`src/rtl/cpu_pkg.sv`:
```
// Shared MIPS core types and constants used by the register file and its scoreboard.
package cpu_pkg;

    localparam int unsigned DATA_WIDTH     = 32;
    localparam int unsigned REG_ADDR_WIDTH = 5;
    localparam int unsigned REG_COUNT      = 2 ** REG_ADDR_WIDTH;

    typedef logic [DATA_WIDTH-1:0]     word_t;
    typedef logic [REG_ADDR_WIDTH-1:0] reg_addr_t;

    localparam reg_addr_t REG_ZERO = 5'd0;

endpackage

```
`src/rtl/register_scoreboard.sv`:
```
// Pending-write scoreboard: one busy bit per register, set at issue, cleared at writeback.
// Same-cycle write forwarding of hazards is enabled by REGFILE_WRITE_BYPASS_EN.
module register_scoreboard
    import cpu_pkg::*;
#(
    parameter int unsigned ADDR_WIDTH = REG_ADDR_WIDTH,
    parameter int unsigned REG_COUNT  = 2 ** ADDR_WIDTH
) (
    input  logic                  clock,
    input  logic                  reset,
    input  logic                  write_enable_i,
    input  logic [ADDR_WIDTH-1:0] write_addr_i,
    input  logic                  pending_set_i,
    input  logic [ADDR_WIDTH-1:0] pending_addr_i,
    input  logic [ADDR_WIDTH-1:0] read_addr_0_i,
    input  logic [ADDR_WIDTH-1:0] read_addr_1_i,
    output logic                  hazard_0_o,
    output logic                  hazard_1_o,
    output logic [REG_COUNT-1:0]  pending_mask_o
);

    logic [REG_COUNT-1:0] mask_d, mask_q;

    // Clear first so a same-cycle set on the same register (newer producer) wins.
    always_comb begin
        mask_d = mask_q;
        if (write_enable_i) begin
            mask_d[write_addr_i] = 1'b0;
        end
        if (pending_set_i) begin
            mask_d[pending_addr_i] = 1'b1;
        end
        mask_d[0] = 1'b0;
    end

    always_ff @(posedge clock or posedge reset) begin
        if (reset) begin
            mask_q <= '0;
        end else begin
            mask_q <= mask_d;
        end
    end

    always_comb begin
        hazard_0_o = mask_q[read_addr_0_i];
        hazard_1_o = mask_q[read_addr_1_i];
`ifdef REGFILE_WRITE_BYPASS_EN
        if (write_enable_i && (write_addr_i != '0) && (write_addr_i == read_addr_0_i) &&
            !(pending_set_i && (pending_addr_i == read_addr_0_i))) begin
            hazard_0_o = 1'b0;
        end
        if (write_enable_i && (write_addr_i != '0) && (write_addr_i == read_addr_1_i) &&
            !(pending_set_i && (pending_addr_i == read_addr_1_i))) begin
            hazard_1_o = 1'b0;
        end
`endif
    end

    assign pending_mask_o = mask_q;

endmodule

```
`src/rtl/register_file_32.sv`:
```
// MIPS general-purpose register file: two combinational reads, one synchronous write,
// r0 hardwired to zero, integrated pending-write scoreboard. Optional REGFILE_WRITE_BYPASS_EN.
module register_file_32
    import cpu_pkg::*;
#(
    parameter int unsigned DATA_WIDTH = cpu_pkg::DATA_WIDTH,
    parameter int unsigned ADDR_WIDTH = REG_ADDR_WIDTH,
    parameter int unsigned REG_COUNT  = 2 ** ADDR_WIDTH
) (
    input  logic                  clock,
    input  logic                  reset,
    input  logic [ADDR_WIDTH-1:0] read_addr_0,
    input  logic [ADDR_WIDTH-1:0] read_addr_1,
    output logic [DATA_WIDTH-1:0] read_data_0,
    output logic [DATA_WIDTH-1:0] read_data_1,
    input  logic                  write_enable,
    input  logic [ADDR_WIDTH-1:0] write_addr,
    input  logic [DATA_WIDTH-1:0] write_data,
    input  logic                  pending_set,
    input  logic [ADDR_WIDTH-1:0] pending_addr,
    output logic                  hazard_0,
    output logic                  hazard_1,
    output logic [REG_COUNT-1:0]  pending_mask
);

    logic [DATA_WIDTH-1:0] regs_d [REG_COUNT];
    logic [DATA_WIDTH-1:0] regs_q [REG_COUNT];
    logic                  write_live;

    assign write_live = write_enable && (write_addr != '0);

    always_comb begin
        regs_d = regs_q;
        if (write_live) begin
            regs_d[write_addr] = write_data;
        end
    end

    always_ff @(posedge clock or posedge reset) begin
        if (reset) begin
            for (int i = 0; i < REG_COUNT; i++) begin
                regs_q[i] <= '0;
            end
        end else begin
            regs_q <= regs_d;
        end
    end

    always_comb begin
        read_data_0 = (read_addr_0 == '0) ? '0 : regs_q[read_addr_0];
        read_data_1 = (read_addr_1 == '0) ? '0 : regs_q[read_addr_1];
`ifdef REGFILE_WRITE_BYPASS_EN
        if (write_live && (write_addr == read_addr_0)) begin
            read_data_0 = write_data;
        end
        if (write_live && (write_addr == read_addr_1)) begin
            read_data_1 = write_data;
        end
`endif
    end

    register_scoreboard #(
        .ADDR_WIDTH (ADDR_WIDTH),
        .REG_COUNT  (REG_COUNT)
    ) u_scoreboard (
        .clock          (clock),
        .reset          (reset),
        .write_enable_i (write_enable),
        .write_addr_i   (write_addr),
        .pending_set_i  (pending_set),
        .pending_addr_i (pending_addr),
        .read_addr_0_i  (read_addr_0),
        .read_addr_1_i  (read_addr_1),
        .hazard_0_o     (hazard_0),
        .hazard_1_o     (hazard_1),
        .pending_mask_o (pending_mask)
    );

endmodule
```
`config.mk`:
```
export PLATFORM = sky130hd
export DESIGN_NAME = register_file_32
export DESIGN_NICKNAME = d
export VERILOG_FILES = /design/src/rtl/cpu_pkg.sv /design/src/rtl/register_scoreboard.sv /design/src/rtl/register_file_32.sv
export SDC_FILE = /design/constraint.sdc
export NUM_CORES = 2
export LEC_CHECK = 0
export CAP_MARGIN = 15
export CORE_MARGIN = 3
export CORE_UTILIZATION = 48
export CTS_CLUSTER_SIZE = 10
export DETAILED_ROUTE_END_ITERATION = 10
export PLACE_DENSITY_LB_ADDON = 0.08
export SLEW_MARGIN = 30
export SYNTH_ARGS = -nofsm -noshare
export SYNTH_HDL_FRONTEND = slang
export SYNTH_SLANG_ARGS = --single-unit
```
`constraint.sdc`:
```
create_clock -name clock -period 36.5 [get_ports clock]
set_input_delay 5.475 -clock clock [delete_from_list [all_inputs] [get_ports clock]]
set_output_delay 5.475 -clock clock [all_outputs]
set_load 0.005 [all_outputs]
```
Word level (Yosys, flattened, before mapping)

Index checks and enable logic that the tools add are counted.

Bits in registers: 1055
Output and inout port bits: 98
Input port bits: 56

Bitwise operators: 6
Reduce and logical (&&, ||, !) cells: 7
Mux-type cells: 21
Order comparisons: 10

Operator list:

| cell                                                                   | number |
|---|---|
| 1024-bit bitwise mux                                                   | 1 |
| 32-bit binary-select mux with 5-bit select                             | 2 |
| 32-bit 2-to-1 mux                                                      | 9 |
| 32-bit demux with 5-bit select                                         | 1 |
| 32-bit AND                                                             | 1 |
| 32-bit NOT                                                             | 1 |
| 32-bit OR                                                              | 1 |
| 5-bit by 6-bit < comparator with 1-bit output (second input constant)  | 4 |
| 6-bit >= comparator (second input constant)                            | 3 |
| 5-bit NOT with 6-bit output                                            | 3 |
| 1-bit binary-select mux with 5-bit select                              | 2 |
| 1-bit demux with 5-bit select                                          | 2 |
| 5-bit by 1-bit >= comparator with 1-bit output (second input constant) | 2 |
| 5-bit zero test                                                        | 2 |
| 6-bit by 1-bit < comparator with 1-bit output (second input constant)  | 1 |
| 5-bit nonzero test                                                     | 1 |
| 1-bit logical AND                                                      | 4 |
| 1-bit 2-to-1 mux                                                       | 4 |

Longest topological paths before layout

Word-level depth: 9
Gate-level depth with buffers: 9
Depth with buffers taken out: 4

Hierarchy

From an unflattened synthesis, not the netlist that was laid out.

Cells, all modules: 3887
Area, all modules: 56578.0 µm²

By module, submodules not included:

| module              | area an instance (µm²) | cells an instance | times used | sequential area each (µm²) |
|---|---|---|---|---|
| register_file_32    | 54717.5                | 3692              | 1          | 25624.6 |
| register_scoreboard | 1860.5                 | 195               | 1          | 775.7 |

Worst setup path before layout

Ideal clock, no wire load.

Kind: input-to-output
Start point: input port read_addr_0[0]
End point: output port read_data_0[10]
Data required time: 31025 ps
Slack: 23952 ps
Buffers on the path: 3
Stages on the path: 7
Data arrival time: 7073 ps
Cells stage by stage: clkbuf_1 -> buf_2 -> buf_2 -> mux4_2 -> a22oi_1 -> nand3_1 -> and3_1

Cells in the longest elaborated chain, start to end: 5
Elaborated cells on any way between the ends: 6
Classes of those cells: mux: 4; bitwise: 1; reduce/logical: 1

RTL lines:

| what                                                  | RTL line               | source |
|---|---|---|
| start, declared                                       | register_file_32.sv:12 | `input logic [ADDR_WIDTH-1:0] read_addr_0,` |
| 5-bit NOT with 6-bit output (not written as such)     | register_file_32.sv:50 | `read_data_0 = (read_addr_0 == '0) ? '0 : regs_q[read_addr_0];` |
| 32-bit binary-select mux with 5-bit select            | register_file_32.sv:50 |  |
| 32-bit 2-to-1 mux (not written as such) (2 in series) | register_file_32.sv:50 |  |
| 32-bit 2-to-1 mux (*)                                 | register_file_32.sv:50 |  |
| end, declared                                         | register_file_32.sv:14 | `output logic [DATA_WIDTH-1:0] read_data_0,` |

Every way passes the cells marked *; elsewhere a longest branch is shown, timed or not. The select of a mux whose other input is x is not followed.

Worst setup path in the final report

Start point: input port read_addr_0[1]
End point: output port read_data_0[31]

The elaborated chain is that of the path after synthesis.

==> metrics.md <==
| Metric | Value |
|---|---|
| Int Power | `0.00244 W` |
| Crit path launch type | `input pin` |
| MaxCap Viol Count | `0` |
| Drt pass-1 iters | `5` |
| Critical Path Max Stage Delay | `0.69 ns` |
| Boundary pin count | `154` |
| CTS tree | `built` |
| RSZ-0062 raised after global routing | `no` |
| Pwr Density | `54.9 mW/mm^2` |
| Post-CTS Setup Repair Bufs | `0` |
| Port-buffer cells | `152` |
| Root Driver | `clkbuf_16` |
| Syn avg cell area | `15.1 sq um` |
| Yosys reg bits | `1055` |
| DRC errors left | `0` |
| Largest net degree at the start of global routing | `176` |
| Fin. Hold Viols | `0` |
| Grt total ovfl | `0` |
| Sequential Power Share | `46.6%` |
| Fin. max-slew vios | `0` |
| Final layout net count | `3688` |
| Die Wd | `346 microns` |
| Routed Antenna Nets | `0` |
| Crit-path max FO | `99` |
| Crit path DAT | `9.66 ns` |
| Utilization after layout | `53.7%` |
| Pwr Total | `0.00338 W` |
| Clock buffer count from CTS | `120` |
| First-pass GRT wire length | `275000 microns` |
| Worst path required time | `31.02 ns` |
| Gate power share | `21.3%` |
| CTS Sinks | `1055` |
| Max_slew headroom | `28.2%` |
| # fillers | `9253` |
| Worst path slowest cell | `nand3b_1` |
| Routed Wire Length | `188000 microns` |
| Initial antenna violation count | `13` |
| Clk_lat worst skew | `0.69 ns` |
| Clk pwr share | `32.0%` |
| # rows | `124` |
| Vias in the first global route | `38689` |
| Starting density of the core | `48.5%` |
| Post-CTS Hold Buffers | `0` |
| Seq/Total Area, Yosys | `47.4%` |
| CTS H-tree lvls | `3` |
| Max frequency | `66.1 MHz` |
| Hold depth | `0` |
| Placed cells | `5020` |
| Vias | `36263` |
| Cell Area, Synth | `0.0556 sq mm` |
| Cell variety after synth | `38` |
| Post-Layout Cell Count | `5193` |
| Post-Syn Nets | `3750` |
| Critical path class | `input pin to primary output` |
| Vias per std cell | `6.98` |
| Post-layout min period | `15.14 ns` |
| Die area | `0.120 sq mm` |
| Crit path cell chain | `buf_8 > buf_12 > nand3b_1 > buf_4 > o21a_1 > nand3_1 > and3_1 > clkdlybuf4s50_1` |
| DP Wirelength | `112000 microns` |
| Worst-Margin Slew | `1.08 ns` |
| Static leakage | `26.2 nW` |
| Placeable Area | `0.115 sq mm` |
| Gate Count Post-Synth | `3694` |
| EDFF count, synth | `0` |
| Status | `complete, no violations` |
| Placer Congestion | `0.851` |
| Clock Skew | `0 ns` |
| Die H | `346 microns` |
| CTS resizes | `0` |
| Avg WL per Cell | `36.2 microns` |
| Worst Setup End Kind | `primary output` |
| Ys Warns | `0` |
| Final period util | `41.5%` |
| Fraction of registers with async set/reset | `100%` |
| Drt initial violations | `3577` |
| Worst min path class | `register to register` |
| GRT Resource Usage Total | `31.4%` |
| Max clock buf depth | `3` |
| Final setup violation count | `0` |
| Setup_tns | `0 ns` |
| Primary FF master, synth | `dfrtp_1` |
| Layout cells sized above 1 | `49.5%` |
| CTS clk-pin slew, worst paths | `0.05 ns` |
| VDD IR max | `0.0000500 V` |
| Flop2flop setup slack | `35.62 ns` |
| Switching power of the nets | `0.000939 W` |
| Sw frac | `27.8%` |
| Worst r2r path cells | `2` |
| Area added between synthesis and finish | `10.6%` |
-- worst paths after layout --
check | to | from
min in group asynchronous | regs_q[614]$_DFFE_PP0P_ | reset
worst max-delay path | read_data_0[31] | read_addr_0[1]
worst max register to register | u_scoreboard.pending_mask_o[20]$_DFF_PP0_ | u_scoreboard.pending_mask_o[20]$_DFF_PP0_
worst min register to register | regs_q[994]$_DFFE_PP0P_ | regs_q[994]$_DFFE_PP0P_
max in group asynchronous | regs_q[158]$_DFFE_PP0P_ | reset
worst min-delay path | regs_q[994]$_DFFE_PP0P_ | regs_q[994]$_DFFE_PP0P_
-- flip-flops by register name (all words and copies together), names as in the netlist --
signal,cells
regs_q,1024
u_scoreboard.pending_mask_o,31
-- kinds of logic after synthesis --
family | count (synthesis) | share of synthesized area, %
buf+inv | 425 | 3.28
mux | 1640 | 42.8
other cells | 1 | 0.00674
simple gates | 290 | 2.72
compound gates | 283 | 3.80
flops | 1055 | 47.4
-- metrics by stage --
step	worst slack, ns	instance area [sq um]	hold slack, ns
2_1_floorplan	1.33	55600	0.441
3_5_place_dp	21.40	58300	0.382
6_report	21.36	61500	0.394
4_1_cts	21.40	61600	0.396
3_3_place_gp	21.46	58200	0.379
5_1_grt	21.24	61500	0.402
-- cells in the mapped netlist, types with 22 or more instances --
cell type	count	share of area [%]
dfrtp_1	1055	47
mux2_2	1015	21
mux4_2	488	20
clkbuf_1	231	1.6
mux2i_1	137	2.5
buf_2	113	1.0
nand2_1	79	0.53
a22oi_1	65	0.88
buf_1	58	0.39
a22o_1	47	0.74
nand3_1	43	0.39
and3_1	34	0.38
o21ai_0	33	0.30
a211oi_1	32	0.43
a21oi_1	32	0.29
o221ai_1	32	0.50
nor2b_1	29	0.33
nor3_1	26	0.23
nand4_1	25	0.28
o22a_1	25	0.39
nor2_1	22	0.15
-- per-layer routing --
layer	share of wire (%)	GRT usage [%]	vias to the layer above
met2	47	49.8	1907
met1	40	42.1	19716
met3	7.7	6.19	471
met4	5.1	14.2	8
li1	-	-	14161
met5	0.025	0	-
-- power groups by stage --
stage	Sequential [W]	Clock [W]	Combinational, W
after floorplan	0.00152	0	0.000537
after global placement	0.00157	0	0.000703
after detailed placement	0.00159	0	0.000722
after CTS	0.00157	0.00110	0.000725
after global routing	0.00160	0.00115	0.000769
final	0.00158	0.00108	0.000721
-- worst max-delay path: cells and delay by family --
kind / cells / cell delay [ns]
simple gates: 3 / 1.17
buf+inv: 4 / 2.30
compound gates: 1 / 0.27
-- area by class of cell --
| type | instances | area [sq um] | share of cell area, % |
|---|---|---|---|
| multi-input combinational | 2214 | 27700 | 45.0 |
| sequential | 1055 | 26400 | 42.9 |
| clock buffer | 163 | 3290 | 5.34 |
| timing repair buffer | 240 | 2210 | 3.59 |
| tap | 1512 | 1890 | 3.07 |
| clock inverter | 5 | 43.8 | 0.0712 |
| inverter | 1 | 16.3 | 0.0264 |
| antenna | 3 | 7.51 | 0.0122 |
-- cell usage in the layout (no fill, tap or decap), drive strengths merged, types with 3 or more instances in the layout --
| cell | netlist | routed |
|---|---|---|
| a211oi | 32 | 32 |
| a21oi | 32 | 32 |
| a222oi | 7 | 7 |
| a22o | 47 | 47 |
| a22oi | 65 | 65 |
| and3 | 34 | 34 |
| buf | 193 | 127 |
| clkbuf | 231 | 163 |
| clkdlybuf4s50 | 0 | 113 |
| clkinv | 0 | 4 |
| dfrtp | 1055 | 1055 |
| diode | 0 | 3 |
| mux2 | 1015 | 1015 |
| mux2i | 137 | 137 |
| mux4 | 488 | 488 |
| nand2 | 79 | 79 |
| nand3 | 43 | 43 |
| nand3b | 10 | 10 |
| nand4 | 25 | 25 |
| nor2 | 22 | 22 |
| nor2b | 29 | 29 |
| nor3 | 26 | 26 |
| nor3b | 10 | 10 |
| o21a | 7 | 7 |
| o21ai | 33 | 33 |
| o221ai | 32 | 32 |
| o22a | 25 | 25 |
| or2 | 3 | 3 |
| or3b | 3 | 3 |
No activity file was read; power rests on OpenSTA's default activity.
